<file path="src/rtl/uibi_copy_master.sv">
// -----------------------------------------------------------------------------
// uibi_copy_master
//   UIBI bus initiator that copies `len` 32-bit words from src_addr to
//   dst_addr, issuing one read followed by one write per word. It sits beside
//   the CPU as a second master behind the bus arbiter and raises a sticky
//   `intr` flag when a copy completes.
//
// Ports
//   clk, rst          system clock, asynchronous active-low reset
//   start             1-cycle command strobe, only honoured in IDLE
//   src_addr/dst_addr word-aligned byte addresses of the source/destination
//   len               number of words to copy (0 completes with no bus traffic)
//   abort             cancels a transfer in progress
//   intr_clr          clears the sticky completion flag
//   busy              high whenever the engine is not IDLE
//   done / err        1-cycle pulses: completion / misalignment or timeout
//   intr              sticky completion flag, set together with done
//   m_bus_*           UIBI master request/ready/data interface
// -----------------------------------------------------------------------------
module uibi_copy_master #(
   parameter int unsigned XLEN      = 32,
   parameter int unsigned LEN_W     = 16,
   parameter int unsigned TIMEOUT   = 255,
   parameter logic [1:0]  WORD_MODE = 2'b10
) (
   input  logic            clk,
   input  logic            rst,
   input  logic            start,
   input  logic [XLEN-1:0] src_addr,
   input  logic [XLEN-1:0] dst_addr,
   input  logic [LEN_W-1:0] len,
   input  logic            abort,
   input  logic            intr_clr,
   output logic            busy,
   output logic            done,
   output logic            err,
   output logic            intr,
   output logic            m_bus_req,
   output logic            m_bus_wen,
   output logic [1:0]      m_bus_mode,
   output logic [XLEN-1:0] m_bus_addr,
   output logic [XLEN-1:0] m_bus_dat_o,
   input  logic [XLEN-1:0] m_bus_dat_i,
   input  logic            m_bus_ready
);

   typedef enum logic [2:0] {
      IDLE,
      RD_REQ,
      RD_DATA,
      WR_REQ,
      FIN
   } state_t;

   state_t            state;
   logic [XLEN-1:0]   src_q;
   logic [XLEN-1:0]   dst_q;
   logic [LEN_W-1:0]  len_q;
   logic [LEN_W-1:0]  idx;
   logic [LEN_W-1:0]  idx_nxt;
   logic [XLEN-1:0]   word_buf;
   logic [31:0]       wait_cnt;
   logic              wait_hit;
   logic              accept;

   // Byte offset of word `i`; wraps modulo 2^XLEN together with the base.
   function automatic logic [XLEN-1:0] word_off(input logic [LEN_W-1:0] i);
      return XLEN'({i, 2'b00});
   endfunction

   assign m_bus_mode  = WORD_MODE;
   assign m_bus_dat_o = word_buf;
   assign idx_nxt     = idx + 1'b1;
   assign accept      = m_bus_req && m_bus_ready;

   // Wait counter holds the number of already-unaccepted cycles, so the
   // TIMEOUT-th refused cycle is the one where it equals TIMEOUT-1.
   assign wait_hit = (TIMEOUT != 0) && (wait_cnt == 32'(TIMEOUT - 1));

   always_ff @(posedge clk or negedge rst) begin
      if (!rst) begin
         state      <= IDLE;
         src_q      <= '0;
         dst_q      <= '0;
         len_q      <= '0;
         idx        <= '0;
         word_buf   <= '0;
         wait_cnt   <= '0;
         busy       <= 1'b0;
         done       <= 1'b0;
         err        <= 1'b0;
         intr       <= 1'b0;
         m_bus_req  <= 1'b0;
         m_bus_wen  <= 1'b0;
         m_bus_addr <= '0;
      end else begin
         done <= 1'b0;
         err  <= 1'b0;
         // A completion set further down overrides this clear.
         if (intr_clr) intr <= 1'b0;

         if ((state != IDLE) && abort) begin
            // An accept coinciding with abort finishes at the slave but the
            // word index is deliberately left unchanged.
            state     <= IDLE;
            busy      <= 1'b0;
            m_bus_req <= 1'b0;
            m_bus_wen <= 1'b0;
         end else begin
            case (state)
               IDLE: begin
                  if (start) begin
                     src_q <= src_addr;
                     dst_q <= dst_addr;
                     len_q <= len;
                     idx   <= '0;
                     if ((src_addr[1:0] != 2'b00) || (dst_addr[1:0] != 2'b00)) begin
                        err <= 1'b1;
                     end else if (len == '0) begin
                        state <= FIN;
                        busy  <= 1'b1;
                        done  <= 1'b1;
                        intr  <= 1'b1;
                     end else begin
                        state      <= RD_REQ;
                        busy       <= 1'b1;
                        m_bus_req  <= 1'b1;
                        m_bus_wen  <= 1'b0;
                        m_bus_addr <= src_addr;
                        wait_cnt   <= '0;
                     end
                  end
               end

               RD_REQ: begin
                  if (accept) begin
                     state     <= RD_DATA;
                     m_bus_req <= 1'b0;
                  end else if (wait_hit) begin
                     state     <= IDLE;
                     busy      <= 1'b0;
                     m_bus_req <= 1'b0;
                     err       <= 1'b1;
                  end else begin
                     wait_cnt <= wait_cnt + 1'b1;
                  end
               end

               RD_DATA: begin
                  word_buf   <= m_bus_dat_i;
                  state      <= WR_REQ;
                  m_bus_req  <= 1'b1;
                  m_bus_wen  <= 1'b1;
                  m_bus_addr <= dst_q + word_off(idx);
                  wait_cnt   <= '0;
               end

               WR_REQ: begin
                  if (accept) begin
                     idx <= idx_nxt;
                     if (idx_nxt == len_q) begin
                        state     <= FIN;
                        m_bus_req <= 1'b0;
                        m_bus_wen <= 1'b0;
                        done      <= 1'b1;
                        intr      <= 1'b1;
                     end else begin
                        state      <= RD_REQ;
                        m_bus_wen  <= 1'b0;
                        m_bus_addr <= src_q + word_off(idx_nxt);
                        wait_cnt   <= '0;
                     end
                  end else if (wait_hit) begin
                     state     <= IDLE;
                     busy      <= 1'b0;
                     m_bus_req <= 1'b0;
                     m_bus_wen <= 1'b0;
                     err       <= 1'b1;
                  end else begin
                     wait_cnt <= wait_cnt + 1'b1;
                  end
               end

               FIN: begin
                  state <= IDLE;
                  busy  <= 1'b0;
               end

               default: begin
                  state     <= IDLE;
                  busy      <= 1'b0;
                  m_bus_req <= 1'b0;
                  m_bus_wen <= 1'b0;
               end
            endcase
         end
      end
   end

endmodule

</file>
<file path="config.mk">
export PLATFORM = sky130hd
export DESIGN_NAME = uibi_copy_master
export DESIGN_NICKNAME = d
export VERILOG_FILES = /design/src/rtl/uibi_copy_master.sv
export SDC_FILE = /design/constraint.sdc
export NUM_CORES = 1
export LEC_CHECK = 0
export BUFFER_PORTS_ARGS = -buffer_cell sky130_fd_sc_hd__buf_2
export CAP_MARGIN = 10
export CORE_MARGIN = 2
export CORE_UTILIZATION = 30
export DETAILED_ROUTE_END_ITERATION = 6
export PLACE_DENSITY = 0.46
export SLEW_MARGIN = 5
export SYNTH_ARGS = -nofsm -noshare
export SYNTH_HDL_FRONTEND = slang
export SYNTH_SLANG_ARGS = --single-unit
</file>
<file path="constraint.sdc">
create_clock -name clk -period 6.9 [get_ports clk]
set_input_delay 1.38 -clock clk [delete_from_list [all_inputs] [get_ports clk]]
set_output_delay 1.38 -clock clk [all_outputs]
set_load 0.02 [all_outputs]
</file>
==> flow_summary_export.csv, run 1 <==
group,metric,value,unit
routing,dr.pass1.iters,5,
synth,synthArstFlopShare,100,%
final_layout,final_cell_area,0.0142,mm^2
setup_path,crit_buf_inv,0,
setup_path,worstPathMaxFanout,11,
synth,ys_seq_elements,201,
hold_path,min_path_type,"flop to flop",
routing,ant_nets,0,
clock_network,cts_tree,"done",
setup_path,crit_slowest_cell,"o311ai_0",
floorplan,die_x,203,um
clock_network,postCtsHoldBufs,0,
final_layout,fill_cells,4147,
clock_network,clkTransAtPathRegs,0.06,ns
sta,setup_viol,0,
sta,whs,0.478,ns
global_routing,grt.total_usage,18.6,%
final_layout,antenna_cells,0,
clock_network,post_cts_buffers,0,
synth,syn_area_per_cell,8.89,um^2
setup_path,crit_path_end_kind,"flop",
sta,max_freq,0.221,GHz
final_layout,fin_nets,1658,
synth,syn_nets,1500,
floorplan,num_rows,73,
clock_network,clock_latency,0.55,ns
pwr,p_per_area,356,mW/mm^2
synth,synthTopCellsByArea,"dfrtp_1, nand2_1, ha_1",
sta,finalSetupTns,0,ns
setup_path,worstReg2RegStart,"idx[0]",
floorplan,core-area,0.0395,mm^2
clock_network,ctsResizeCount,0,
global_routing,grt_max_degree,105,
global_routing,grt_pass1_vias,10300,
sta,drv_slew,0,
routing,drt-wirelength-per-cell,19.1,um
floorplan,die_area,0.0414,mm^2
placed_design,dp_slack,2.36,ns
setup_path,critPathArrivalTime,4.92,ns
sta,fin_skew,0.0226,ns
synth,yosys.area.top_type,"dfrtp_1",
sta,fin_ws,2.38,ns
synth,yosysWarningCount,0,
setup_path,r2r_end,"m_bus_addr[31]",
setup_path,reg2reg_depth,13,
routing,drt_wl_total,39000,um
clock_network,cts_max_level,1,
clock_network,clockBufferDepth,3,
routing,vias_per_cell,5.14,
final_layout,mostFrequentLayoutCell,"nand2_1",
synth,ys_seq_area_share,42.2,%
final_layout,finalNonFillerCells,2042,
placed_design,numPlacedInstances,1998,
routing,drc,0,
synth,ys_types,81,
pwr,peakVddDrop,199,uV
pwr,power.leakage,0.00662,uW
setup_path,r2r_slack,2.38,ns
setup_path,critPathTopFamily,"compound AO/OA/AOI/OAI gates",
placed_design,routabilityCongestion,0.828,
setup_path,path_common_cell,"ha_1",
placed_design,post_dp_cell_area,0.0134,mm^2
floorplan,die_h,203,um
global_routing,grt_pass1_wl,60500,um
setup_path,critPathRequiredTime,7.30,ns
job,maxCapViolCount,0,
sta,max_slew_margin,21.3,%
setup_path,path_cells,"ha_1, nand3_1, nor2_1, xor2_1, ha_1, nor4_1, o21a_1, o311ai_0, nand4_1, a2111o_1, xnor2_1, a22oi_1, a31oi_1",
clock_network,numCtsBuffers,25,
synth,synth_edf_count,0,
sta,tightest_slew,1.18,ns
floorplan,pin_count,190,
placed_design,port_buffers,187,
sta,finalCritPeriodShare,65.5,%
final_layout,drive_gt1_share,20.6,%
routing,drtIter0Drc,881,
sta,finalWorstPathRequiredPeriod,4.52,ns
final_layout,area_delta_synth_final,19.2,%
setup_path,slowest_delay,0.62,ns
sta,rsz0062_at_grt,"no",
synth,syn_area,0.0119,mm^2
routing,via_count,10500,
setup_path,startpoint_type,"flop",
hold_path,whs_endpoint,"src_q[0]",
hold_path,worstHoldStart,"src_q[0]",
placed_design,dp.final_hpwl,27700,um
floorplan,initial_core_util,30.2,%
setup_path,worstSetupPathType,"flop to flop",
clock_network,cts.sinks,201,
synth,synthCells,1342,
final_layout,final_cell_mix,"nand2_1, dfrtp_1, buf_2",
outcome,run_status,"finished, final reports clean",
synth,synthFlopType,"dfrtp_1",
global_routing,antenna_found_initial,1,
clock_network,clock-root-buffer,"clkbuf_16",
hold_path,holdPathStages,2,
synth,synth_top_area_share,42.2,%
sta,final_hold_viol_count,0,
global_routing,grt-ovfl-total,0,
cell families after synthesis:
| kind of cell | synth area share, % |
|---|---|
| AOI/OAI and AO/OA | 16.8 |
| and+or+nand+nor | 21.9 |
| adders and majority gates | 4.32 |
| xor gates and xnor gates | 6.36 |
| buffers and inverters | 3.58 |
| DFF | 42.2 |
| muxes | 4.82 |
| other | 0.0629 |
Yosys cell counts (8+ instances only):
cell,count
nor2_1,72
buf_2,13
mux2_2,40
a222oi_1,10
mux2i_1,8
o31ai_1,16
a211oi_1,10
o211ai_1,12
a21oi_1,83
inv_1,26
xor2_1,39
nor2b_1,8
clkbuf_1,48
nor3_1,20
dfrtp_1,201
or4_1,9
and3_1,17
o21a_1,11
nand2_1,303
nand3_1,38
ha_1,38
xnor2_1,45
a31oi_1,16
o21ai_0,68
nor4_1,17
or3_1,15
nand4_1,19
a21o_1,11
metrics by stage:
step / util, % / power, uW
CTS: 36.1 / 5130
detailed placement: 33.9 / 3690
global route: 36.1 / 5390
finish: 36.1 / 5060
floorplan: - / 3030
global placement: 33.9 / 3680
metal layers:
layer  vias up  part of all wire [%]  global-route usage [%]
met4         2                   1.7                    3.83
met1      5107                    47                    26.6
li1       5101                     -                       -
met2       249                    46                    29.6
met3        38                   5.5                    3.29
met5         -                 0.033                       0
flip-flops by register name, indices dropped and copies added, names as in the netlist, 3 cells and up:
signal / flops
state: 3
wait_cnt: 32
dst_q: 32
src_q: 32
idx: 16
m_bus_dat_o: 32
len_q: 16
m_bus_addr: 32
worst min-delay path: cells and delay by family (launching register included):
| family | cells | cell delay, ns |
|---|---|---|
| AND/OR/NAND/NOR | 2 | 0.11 |
| flip-flops | 1 | 0.34 |
report_power, final:
part | total (uW) | switching [uW] | internal (uW) | leakage (uW)
registers | 1860 | 306 | 1550 | 0.00253
clock network | 1400 | 541 | 860 | 0.000422
logic | 1810 | 1140 | 666 | 0.00367
total | 5060 | 1990 | 3080 | 0.00662
final cells by class:
class / count / area [um^2] / area share [%]
tap: 525 / 657 / 4.62
clock inverter: 6 / 111 / 0.783
inverter: 26 / 97.6 / 0.686
clock buffer: 38 / 754 / 5.30
multi-input combinational: 1041 / 6480 / 45.6
sequential: 201 / 5030 / 35.4
timing repair buffer: 205 / 1090 / 7.68
worst max-delay path by stage:
stage,startpoint,end,slack (ns),cells past startpoint
floorplan,idx[0],m_bus_addr[19],3.33,15
global placement,src_addr[1],m_bus_addr[22],2.48,10
detailed placement,idx[0],m_bus_addr[31],2.36,13
CTS,idx[0],m_bus_addr[31],2.34,13
global route,idx[0],m_bus_addr[19],1.95,14
finish,idx[0],m_bus_addr[31],2.38,13
Power figures use the tool's default switching activity.
==> inputs of run 2 (changes only) <==
- PLACE_DENSITY: 0.46 -> 0.47
- clock period: 6.9 -> 4 ns (I/O delays scaled with it)
==> flow_summary_export.csv, run 2 (synthesized netlist as in run 1, its figures left out) <==
group,metric,value,unit
global_routing,grt.total_usage,19.1,%
floorplan,core-area,0.0395,mm^2
floorplan,die_area,0.0414,mm^2
placed_design,post_dp_cell_area,0.0136,mm^2
setup_path,critPathArrivalTime,4.10,ns
sta,rsz0062_at_grt,"yes",
routing,dr.pass1.iters,7,
routing,ant_nets,0,
clock_network,clkTransAtPathRegs,0.06,ns
pwr,p_sw,3480,uW
sta,drv_slew,0,
routing,via_count,10700,
final_layout,area_delta_synth_final,21.4,%
outcome,violations,"design-rule violations",
sta,fin_skew,0.0231,ns
routing,drt-wirelength-per-cell,19.1,um
clock_network,clock_latency,0.56,ns
floorplan,die_x,203,um
setup_path,crit_path_end_kind,"flop",
hold_path,min_path_type,"primary input to asynchronous set/reset pin",
global_routing,grt_pass1_vias,10500,
sta,setup_viol,0,
clock_network,clock-root-buffer,"clkbuf_16",
setup_path,startpoint_type,"flop",
final_layout,fin_nets,1695,
final_layout,mostFrequentLayoutCell,"nand2_1",
global_routing,grt_pass1_wl,61800,um
job,maxCapViolCount,0,
outcome,run_status,"complete, but fails checks",
sta,finalCritPeriodShare,91.6,%
final_layout,utilization,36.7,%
pwr,p_per_area,607,mW/mm^2
final_layout,final_cell_area,0.0145,mm^2
final_layout,final_cell_mix,"nand2_1, dfrtp_1, buf_2",
pwr,clock_power_share,26.4,%
clock_network,ctsResizeCount,0,
clock_network,postCtsHoldBufs,0,
floorplan,initial_core_util,30.2,%
sta,final_hold_viol_count,0,
setup_path,worstSetupPathType,"flop to flop",
sta,tightest_slew,1.10,ns
setup_path,reg2reg_depth,13,
setup_path,worstReg2RegStart,"idx[5]",
pwr,peakVddDrop,387,uV
placed_design,routabilityCongestion,0.834,
clock_network,cts_max_level,1,
final_layout,drive_gt1_share,22.3,%
global_routing,grt-ovfl-total,0,
sta,finalSetupTns,0,ns
setup_path,slowest_delay,0.50,ns
pwr,p_sw_share,39.6,%
routing,drt_wl_total,39800,um
global_routing,antenna_found_initial,1,
floorplan,num_rows,73,
floorplan,pin_count,190,
setup_path,crit_slowest_cell,"dfrtp_1",
clock_network,cts.sinks,201,
setup_path,r2r_slack,0.34,ns
sta,max_slew_margin,26.6,%
setup_path,r2r_end,"m_bus_addr[31]",
routing,drtIter0Drc,800,
routing,drc,1,
clock_network,clockBufferDepth,3,
sta,max_freq,0.273,GHz
placed_design,dp.final_hpwl,28700,um
pwr,sequentialPowerShare,36.7,%
routing,vias_per_cell,5.15,
sta,finalWorstPathRequiredPeriod,3.66,ns
setup_path,path_cells,"nand3_1, buf_4, nor4_2, xnor2_1, inv_1, ha_1, nand2_1, inv_1, nand4_1, a2111o_1, xnor2_1, a22oi_1, a31oi_1",
setup_path,critPathRequiredTime,4.43,ns
placed_design,port_buffers,187,
clock_network,numCtsBuffers,27,
global_routing,grt_max_degree,115,
pwr,pwr-share-comb,36.9,%
placed_design,numPlacedInstances,2033,
setup_path,worstPathMaxFanout,9,
clock_network,post_cts_buffers,0,
pwr,power.leakage,0.00679,uW
final_layout,finalNonFillerCells,2079,
floorplan,die_h,203,um
clock_network,cts_tree,"done",
pwr,internal-power,5300,uW
-- run 2: layout make-up --
class	instances	area [um^2]
diodes	1	2.50
inverters	26	97.6
well taps	525	657
clock buffers	39	771
fillers	4085	25000
repair buffers	240	1380
flip-flops and latches	201	5030
multi-input cells	1041	6480
clock inverters	6	65.1
-- run 2: metal layers --
metal,wire length [um],global-route usage [%],vias up,part of all wire (%)
met5,0,0,-,0
met3,2040,3.15,45,5.1
li1,-,-,5162,-
met4,1050,5.27,0,2.6
met2,17800,29.4,267,45
met1,18900,27.6,5237,47
-- run 2: metrics by stage --
stage | setup slack [ns] | power [uW] | hold slack, ns
3_5_place_dp | 0.138 | 6510 | 0.461
2_1_floorplan | 0.431 | 5230 | 0.445
5_1_grt | -0.0699 | 9380 | 0.423
3_3_place_gp | 0.172 | 6490 | 0.457
6_report | 0.335 | 8790 | 0.346
4_1_cts | 0.107 | 8910 | 0.389
-- run 2: critical path, delay by kind of cell (launching register included) --
family          cells  cell delay (ns)
buf+inv             3             0.48
simple gates        4             1.07
xor+xnor            2             0.41
fa+ha+maj           1             0.33
flops               1             0.50
compound gates      3             0.74
-- run 2: worst max path at each step --
stage,from,to,depth (start not counted)
after floorplan,idx[0],m_bus_addr[19],15
after global placement,idx[0],m_bus_addr[31],13
after detailed placement,idx[1],m_bus_addr[25],13
after CTS,idx[1],m_bus_addr[31],13
after global routing,idx[5],m_bus_addr[25],13
final,idx[5],m_bus_addr[31],13
-- run 2: power groups by stage --
stage | clock network [uW] | registers [uW] | logic (uW)
final | 2320 | 3220 | 3240
after global routing | 2480 | 3310 | 3590
after CTS | 2400 | 3230 | 3270
after detailed placement | 0 | 3250 | 3260
after global placement | 0 | 3250 | 3240
after floorplan | 0 | 3440 | 1790
==> inputs of run 3 (changes only) <==
- CORE_MARGIN: 2 -> 10
- PLACE_DENSITY: 0.47 -> 0.46
- clock period: 4 -> 4.5 ns (I/O delays scaled with it)
==> flow_summary_export.csv, run 3 (synthesized netlist as in run 1, its figures left out) <==
group,metric,value,unit
clock_network,clock-root-buffer,"clkbuf_16",
sta,tightest_slew,1.08,ns
sta,fin_skew,0.0136,ns
clock_network,numCtsBuffers,26,
placed_design,dp.final_hpwl,29600,um
pwr,p_per_area,550,mW/mm^2
sta,finalCritPeriodShare,89.6,%
sta,setup_viol,0,
routing,dr.pass1.iters,5,
clock_network,cts_tree,"done",
floorplan,pin_count,190,
placed_design,port_buffers,187,
clock_network,postCtsHoldBufs,0,
outcome,run_status,"finished, final reports clean",
setup_path,slowest_delay,0.40,ns
sta,max_slew_margin,27.6,%
floorplan,die_area,0.0481,mm^2
floorplan,initial_core_util,30.6,%
setup_path,path_cells,"ha_1, nand3_1, buf_4, nor3_1, and3_1, xor2_1, ha_1, a21oi_1, nor2b_1, o311ai_0, nand4_1, a21boi_0, xor2_1, a222oi_1, a21oi_1",
sta,finalWorstPathRequiredPeriod,4.03,ns
final_layout,drive_gt1_share,21.5,%
final_layout,finalNonFillerCells,2051,
global_routing,antenna_found_initial,2,
placed_design,numPlacedInstances,2003,
setup_path,worstPathMaxFanout,8,
routing,drc,0,
setup_path,crit_buf_inv,1,
final_layout,mostFrequentLayoutCell,"nand2_1",
floorplan,die_x,219,um
setup_path,critPathTopFamily,"simple AND/OR/NAND/NOR gates",
pwr,peakVddDrop,348,uV
setup_path,worstSetupPathType,"flop to flop",
sta,rsz0062_at_grt,"no",
clock_network,clock_latency,0.54,ns
clock_network,ctsResizeCount,0,
floorplan,die_h,219,um
clock_network,post_cts_buffers,0,
pwr,power.leakage,0.00672,uW
routing,drtIter0Drc,796,
routing,via_count,10500,
setup_path,crit_slowest_cell,"nand4_1",
sta,final_hold_viol_count,0,
routing,ant_nets,0,
final_layout,final_cell_mix,"nand2_1, dfrtp_1, buf_2",
global_routing,grt.total_usage,16.5,%
routing,drt-wirelength-per-cell,19.9,um
setup_path,critPathArrivalTime,4.45,ns
placed_design,routabilityCongestion,0.869,
global_routing,grt-ovfl-total,0,
setup_path,startpoint_type,"flop",
floorplan,core-area,0.0390,mm^2
pwr,total_power,7900,uW
clock_network,cts_max_level,1,
job,maxCapViolCount,0,
sta,finalSetupTns,0,ns
clock_network,clkTransAtPathRegs,0.06,ns
clock_network,cts.sinks,201,
floorplan,num_rows,72,
sta,max_freq,0.248,GHz
global_routing,grt_pass1_wl,62800,um
hold_path,min_path_type,"primary input to asynchronous set/reset pin",
global_routing,grt_pass1_vias,10400,
clock_network,clockBufferDepth,3,
setup_path,crit_path_end_kind,"flop",
global_routing,grt_max_degree,114,
final_layout,antenna_cells,0,
sta,drv_slew,0,
final_layout,fin_nets,1671,
setup_path,critPathRequiredTime,4.92,ns
routing,vias_per_cell,5.14,
routing,drt_wl_total,40700,um
setup_path,r2r_slack,0.47,ns
final_layout,area_delta_synth_final,20.5,%
-- run 3: cell type report --
type | count | area, um^2
Clock buffer | 40 | 805
Sequential cell | 201 | 5030
Multi-Input combinational cell | 1041 | 6490
Inverter | 26 | 97.6
Clock inverter | 8 | 119
Tap cell | 518 | 648
Timing Repair Buffer | 217 | 1200
Fill cell | 4096 | 24600
-- run 3: final timing paths --
| path | from | to | depth (start not counted) |
|---|---|---|---|
| min in group clk | intr | intr | 1 |
| min reg2reg | intr | intr | 1 |
| max in group asynchronous | rst | src_q[30] | 2 |
| max | idx[0] | m_bus_addr[19] | 15 |
| min | rst | len_q[13] | 1 |
| max reg2reg | idx[0] | m_bus_addr[19] | 15 |
-- run 3: metal layers --
layer	share of wire (%)	track usage (%)
met4	1.8	3.31
met5	0.064	0
met3	5.4	2.92
met1	47	23.0
met2	46	26.2
-- run 3: power by group --
group	internal [uW]	switching [uW]
registers	2380	449
clock network	1400	838
logic	1050	1800
-- run 3: metrics by stage --
stage / utilization (%) / area, um^2 / worst slack (ns) / hold WS, ns
floorplan: - / 11900 / 0.931 / 0.445
global placement: 34.5 / 13500 / 0.600 / 0.457
detailed placement: 34.5 / 13500 / 0.516 / 0.468
CTS: 36.9 / 14400 / 0.487 / 0.479
global route: 36.9 / 14400 / 0.130 / 0.504
finish: 36.9 / 14400 / 0.469 / 0.433
